===== src/rtl/m_dbus_ctrl_if.sv =====
// Data-bus handshake bundle between the M-stage controller (master) and the
// memory slave. One valid/ready transaction at a time; rdata/err qualify with ready.
interface m_dbus_ctrl_if;
  logic        bus_valid;
  logic [31:0] bus_addr;
  logic [3:0]  bus_wen;
  logic [31:0] bus_wdata;
  logic        bus_ready;
  logic [31:0] bus_rdata;
  logic        bus_err;

  modport master (
    output bus_valid, bus_addr, bus_wen, bus_wdata,
    input  bus_ready, bus_rdata, bus_err
  );

  modport slave (
    input  bus_valid, bus_addr, bus_wen, bus_wdata,
    output bus_ready, bus_rdata, bus_err
  );
endinterface


===== src/rtl/m_dbus_ctrl.sv =====
// M-stage data-bus controller: launches one load or store per instruction on
// the valid/ready bus, stalls the pipeline until it completes, returns the raw
// read word and flags slave errors / timeouts for the exception logic.
module m_dbus_ctrl #(
  parameter int unsigned TIMEOUT = 16
) (
  input  logic              clk,
  input  logic              reset,
  input  logic              mem_rd,
  input  logic [31:0]       addr,
  input  logic [3:0]        ByteEn,
  input  logic [31:0]       WDin,
  input  logic              req,
  output logic              stall,
  output logic [31:0]       RDout,
  output logic              rd_valid,
  output logic              acc_err,
  m_dbus_ctrl_if.master     bus
);

  typedef enum logic [1:0] {S_IDLE, S_REQ, S_DONE} state_t;

  // Counter value seen on the last permitted waiting cycle.
  localparam logic [7:0] CNT_LAST = 8'(TIMEOUT - 1);

  state_t      state_q,     state_d;
  logic [7:0]  cnt_q,       cnt_d;
  logic        bus_valid_q, bus_valid_d;
  logic [31:0] bus_addr_q,  bus_addr_d;
  logic [3:0]  bus_wen_q,   bus_wen_d;
  logic [31:0] bus_wdata_q, bus_wdata_d;
  logic [31:0] rdout_q,     rdout_d;
  logic        rd_valid_q,  rd_valid_d;
  logic        acc_err_q,   acc_err_d;
  logic        start;

  // Byte offset is irrelevant on a word-addressed bus; lanes come from ByteEn.
  logic addr_lo_unused;
  assign addr_lo_unused = ^addr[1:0];

  assign start = (state_q == S_IDLE) && (mem_rd || (|ByteEn)) && !req;

  assign stall         = start || (state_q == S_REQ);
  assign RDout         = rdout_q;
  assign rd_valid      = rd_valid_q;
  assign acc_err       = acc_err_q;
  assign bus.bus_valid = bus_valid_q;
  assign bus.bus_addr  = bus_addr_q;
  assign bus.bus_wen   = bus_wen_q;
  assign bus.bus_wdata = bus_wdata_q;

  // Next-state and next-output computation for the IDLE/REQ/DONE sequencer.
  always_comb begin
    state_d     = state_q;
    cnt_d       = cnt_q;
    bus_valid_d = bus_valid_q;
    bus_addr_d  = bus_addr_q;
    bus_wen_d   = bus_wen_q;
    bus_wdata_d = bus_wdata_q;
    rdout_d     = rdout_q;
    rd_valid_d  = 1'b0;
    acc_err_d   = 1'b0;
    case (state_q)
      S_IDLE: begin
        if (start) begin
          state_d     = S_REQ;
          bus_valid_d = 1'b1;
          bus_addr_d  = {addr[31:2], 2'b00};
          bus_wen_d   = ByteEn;
          bus_wdata_d = WDin;
          cnt_d       = 8'd0;
        end
      end
      S_REQ: begin
        if (bus.bus_ready) begin
          // Completion beats a coincident timeout.
          state_d     = S_DONE;
          bus_valid_d = 1'b0;
          bus_wen_d   = 4'b0000;
          if (bus.bus_err) begin
            acc_err_d = 1'b1;
            rdout_d   = 32'd0;
          end else if (bus_wen_q == 4'b0000) begin
            // Only a pure load returns data; a store that also had mem_rd drops it.
            rdout_d    = bus.bus_rdata;
            rd_valid_d = 1'b1;
          end
        end else if (cnt_q == CNT_LAST) begin
          state_d     = S_DONE;
          bus_valid_d = 1'b0;
          acc_err_d   = 1'b1;
          rdout_d     = 32'd0;
        end else begin
          cnt_d = cnt_q + 8'd1;
        end
      end
      S_DONE: begin
        // Inputs are still those of the finished instruction; never restart here.
        state_d = S_IDLE;
      end
      default: begin
        state_d = S_IDLE;
      end
    endcase
  end

  // State and registered outputs; reset abandons any transaction in flight.
  always_ff @(posedge clk) begin
    if (!reset) begin
      state_q     <= S_IDLE;
      cnt_q       <= 8'd0;
      bus_valid_q <= 1'b0;
      bus_addr_q  <= 32'd0;
      bus_wen_q   <= 4'b0000;
      bus_wdata_q <= 32'd0;
      rdout_q     <= 32'd0;
      rd_valid_q  <= 1'b0;
      acc_err_q   <= 1'b0;
    end else begin
      state_q     <= state_d;
      cnt_q       <= cnt_d;
      bus_valid_q <= bus_valid_d;
      bus_addr_q  <= bus_addr_d;
      bus_wen_q   <= bus_wen_d;
      bus_wdata_q <= bus_wdata_d;
      rdout_q     <= rdout_d;
      rd_valid_q  <= rd_valid_d;
      acc_err_q   <= acc_err_d;
    end
  end

endmodule


===== src/flat_wrapper.sv =====
// flat-port wrapper written by rule: the top's interface ports become plain ports
module m_dbus_ctrl_flat 
#(
  parameter int unsigned TIMEOUT = 16
)
  (clk, reset, mem_rd, addr, ByteEn, WDin, req, stall, RDout, rd_valid, acc_err, bus_bus_valid, bus_bus_addr, bus_bus_wen, bus_bus_wdata, bus_bus_ready, bus_bus_rdata, bus_bus_err);
  m_dbus_ctrl_if bus_i ();
  input  logic clk;
  input  logic reset;
  input  logic mem_rd;
  input  logic [31:0] addr;
  input  logic [3:0] ByteEn;
  input  logic [31:0] WDin;
  input  logic req;
  output logic stall;
  output logic [31:0] RDout;
  output logic rd_valid;
  output logic acc_err;
  output wire logic [$bits(bus_i.bus_valid)-1:0] bus_bus_valid;
  output wire logic [$bits(bus_i.bus_addr)-1:0] bus_bus_addr;
  output wire logic [$bits(bus_i.bus_wen)-1:0] bus_bus_wen;
  output wire logic [$bits(bus_i.bus_wdata)-1:0] bus_bus_wdata;
  input wire logic [$bits(bus_i.bus_ready)-1:0] bus_bus_ready;
  input wire logic [$bits(bus_i.bus_rdata)-1:0] bus_bus_rdata;
  input wire logic [$bits(bus_i.bus_err)-1:0] bus_bus_err;
  assign bus_bus_valid = bus_i.bus_valid;
  assign bus_bus_addr = bus_i.bus_addr;
  assign bus_bus_wen = bus_i.bus_wen;
  assign bus_bus_wdata = bus_i.bus_wdata;
  assign bus_i.bus_ready = bus_bus_ready;
  assign bus_i.bus_rdata = bus_bus_rdata;
  assign bus_i.bus_err = bus_bus_err;
  m_dbus_ctrl #(.TIMEOUT(TIMEOUT)) u_core (.clk(clk), .reset(reset), .mem_rd(mem_rd), .addr(addr), .ByteEn(ByteEn), .WDin(WDin), .req(req), .stall(stall), .RDout(RDout), .rd_valid(rd_valid), .acc_err(acc_err), .bus(bus_i));
endmodule

===== config.mk =====
export PLATFORM = sky130hd
export DESIGN_NAME = m_dbus_ctrl_flat
export DESIGN_NICKNAME = d
export VERILOG_FILES = /design/src/rtl/m_dbus_ctrl_if.sv /design/src/rtl/m_dbus_ctrl.sv /design/src/flat_wrapper.sv
export SDC_FILE = /design/constraint.sdc
export NUM_CORES = 1
export LEC_CHECK = 0
export CAP_MARGIN = 15
export CORE_UTILIZATION = 40
export DETAILED_ROUTE_END_ITERATION = 8
export GPL_ROUTABILITY_DRIVEN = 0
export PLACE_DENSITY = 0.79
export SLEW_MARGIN = 10
export SYNTH_ARGS = -nofsm -noshare
export SYNTH_HDL_FRONTEND = slang
export SYNTH_SLANG_ARGS = --single-unit

===== constraint.sdc =====
create_clock -name clk -period 2.9 [get_ports clk]
set_clock_uncertainty 0.05 [all_clocks]
set_input_delay 0.725 -clock clk [delete_from_list [all_inputs] [get_ports clk]]
set_output_delay 0.725 -clock clk [all_outputs]
set_load 0.02 [all_outputs]

==> results.cfg <==
[yosys]
ys_types = 40
yosysTopAreaCellShare_pct = 52.1
syn_inst = 500
yosys.area.top_type = dfxtp_1
ys_top_cells_by_area = dfxtp_1, nand2_1, a21oi_1, mux2i_1, buf_6
ys.flop_type = dfxtp_1
yosysWarnings = 0
ys_ff_latch = 111
yosysMostFrequentCell = nand2_1
syn_area_um2 = 4260
syn_avg_cell_area_um2 = 8.53
yosys-top-cells-count = nand2_1, dfxtp_1, a21oi_1
ys_seq_area_share_pct = 52.1
synth_edf_count = 0
postSynth.asyncResetShare_pct = 0

[worst_setup_path]
reg2reg_depth = 6
start_kind = input port
r2r_start = u_core.cnt_q[0]
worstSetupPathType = in -> out
r2r_slack_ns = 0.78
crit_path_end_kind = primary output
cpPeakStageDelay_ns = 0.57
cp_max_fo = 2
cp_top_family = simple AND/OR/NAND/NOR gates
cp_slowest_cell = or4_4
arrival_ns = 2.10
cp_cell_sequence = clkdlybuf4s50_1 -> or4_4 -> o21ai_4 -> nand2_1 -> buf_4
crit_required_ns = 2.12
r2r_end = u_core.RDout[30]
cp_num_buf_inv = 2

[cells_and_area]
post-route-util_pct = 63.5
final_nets = 801
drive_above_1_share_pct = 5.59
fin_area_um2 = 6560
antenna_cells = 0
stdcell_count = 834
area_growth_syn_to_layout_pct = 53.9

[drt]
vias = 4117
drcViolationCount = 0
drt_first_pass_iters = 6
antenna_left = 0
first_iter_violations = 240
drt_wl_total_um = 11900
wl_per_cell_um = 14.3
viasPerCell = 4.94

[cts]
htree_levels = 3
clk_latency_ns = 0.36
clkSlewWorstSetupHoldPaths_ns = 0.09
cts_root_buffer = clkbuf_8
tritoncts = done
cts_sinks = 111
cts_made_buffers = 9
hold_buffers = 0
clockBufferDepth = 2

[sta]
finalSetupTns_ns = 0
finalCriticalPeriod_ns = 2.87
timing.slew.headroom_pct = 51.9
worst_pin_slew_ns = 0.722
setup_violations = 0
finalCritPeriodShare_pct = 99.1
timing.fmax_mhz = 348
rsz0062_at_grt = no
hold_viol_final = 0
finalMaxSlewViolations = 0

[power_and_ir_drop]
leakage_uw = 0.00235
power_density_nw_per_um2 = 475
comb_power_share_pct = 20.3
pwr-share-clk_pct = 27.2
p_switching_uw = 862
swShare_pct = 27.7
finalPower_uw = 3120
ir_drop_mv = 0.300
p_int_uw = 2260
p_seq_share_pct = 52.5

[die]
start_util_pct = 41.3
rows = 37
core_area_um2 = 10300
ioPinCount = 210
die_area_um2 = 11100
die_y_um = 105
die_x_um = 105

[worst_hold_path]
worstHoldPathCells = 2
hold_class = reg -> reg
hp-start = u_core.bus.bus_addr[5]
worstHoldEndpoint = u_core.bus.bus_addr[5]

[placement]
placed_area_um2 = 6380
dp_hpwl_um = 8560
io_buffers = 205
placed_cells = 819

[global_route]
grt_pass1_wl_um = 19000
grt_pass1_vias = 4073
grt.total_usage_pct = 21.1
antenna_found_initial = 0
grt_remaining_overflow = 0
grt_max_degree = 74

[outcome]
status = complete, no violations

[flow_run]
drv_cap = 0
-- power by group through the flow --
| stage | sequential, µW | clock [µW] | combinational [µW] |
|---|---|---|---|
| after floorplan | 1750 | 0 | 224 |
| after global placement | 1670 | 0 | 621 |
| after detailed placement | 1670 | 0 | 634 |
| after CTS | 1640 | 874 | 635 |
| after global routing | 1640 | 938 | 681 |
| final | 1640 | 849 | 633 |
-- layout by cell type, fill, tap and decap left out, types with 2 or more instances in the layout --
master and n:
nand4_1 4, mux2i_1 32, nor4_1 2, o21ai_0 3
nor3b_1 2, nor2_1 7, buf_4 14, nor3_1 2
clkbuf_8 10, clkdlybuf4s50_1 203, conb_1 2, o31ai_1 2
inv_6 2, nand3_1 5, a21oi_1 66, nand2_1 196
xor2_1 2, and3_1 3, dfxtp_1 111, a32oi_1 4
-- cell type report --
| cell class | instances | area (µm²) |
|---|---|---|
| Clock buffer | 11 | 141 |
| Sequential cell | 111 | 2220 |
| Timing Repair Buffer | 219 | 2170 |
| Clock inverter | 4 | 30.0 |
| Inverter | 2 | 7.51 |
| Fill cell | 838 | 3760 |
| Tap cell | 136 | 170 |
| Multi-Input combinational cell | 351 | 1820 |
-- through the flow --
step	setup slack (ns)	hold slack (ns)
2_1_floorplan	0.253	0.424
3_3_place_gp	-0.436	0.391
3_5_place_dp	-0.447	0.396
4_1_cts	0.00963	0.409
5_1_grt	0.00350	0.421
6_report	0.0266	0.405
-- timing repair --
action                     in CTS  in global routing
setup endpoints to repair       1                  1
gates resized for setup         5                  2
buffers inserted                0                  0
pin swaps                       0                  1
hold endpoints to repair        0                  0
-- worst register-to-register path, cell delays in order, from the launching register on --
cell,delay (ns)
dfxtp_1,0.41
ha_1,0.22
and3_1,0.32
a21oi_2,0.14
nor3_4,0.13
buf_4,0.46
mux2i_1,0.32
-- per-layer routing --
metal | part of all wire, % | vias to the layer above | GRT usage [%]
li1 | - | 2027 | -
met5 | 0 | - | 0
met1 | 41 | 1888 | 24.6
met3 | 7.3 | 33 | 6.06
met4 | 2.6 | 0 | 8.85
met2 | 49 | 169 | 36.2
-- state kept, by name, indices dropped and copies added, names as in the netlist --
name                  count
u_core.bus.bus_wdata     32
u_core.bus.bus_addr      30
u_core.bus.bus_wen        4
u_core.cnt_q              8
u_core.acc_err            1
u_core.bus.bus_valid      1
u_core.state_q            2
u_core.RDout             32
u_core.rd_valid           1
-- worst max path at each step --
stage / startpoint / to / slack (ns) / cells past startpoint
after floorplan: ByteEn[1] / stall / 0.25 / 5
after global placement: ByteEn[1] / stall / -0.44 / 5
after detailed placement: ByteEn[1] / stall / -0.45 / 5
after CTS: ByteEn[1] / stall / 0.01 / 5
after global routing: mem_rd / stall / 0.003 / 5
final: mem_rd / stall / 0.03 / 5
-- cell families after synthesis --
kind of cell	synth area share (%)
AOI/OAI and AO/OA	10.7
xor gates and xnor gates	0.616
adders and majority gates	0.293
buffers and inverters	5.81
DFF	52.1
muxes	7.51
other	0.0880
and+or+nand+nor	22.8
Note: power is estimated with default switching activity, not from simulation.
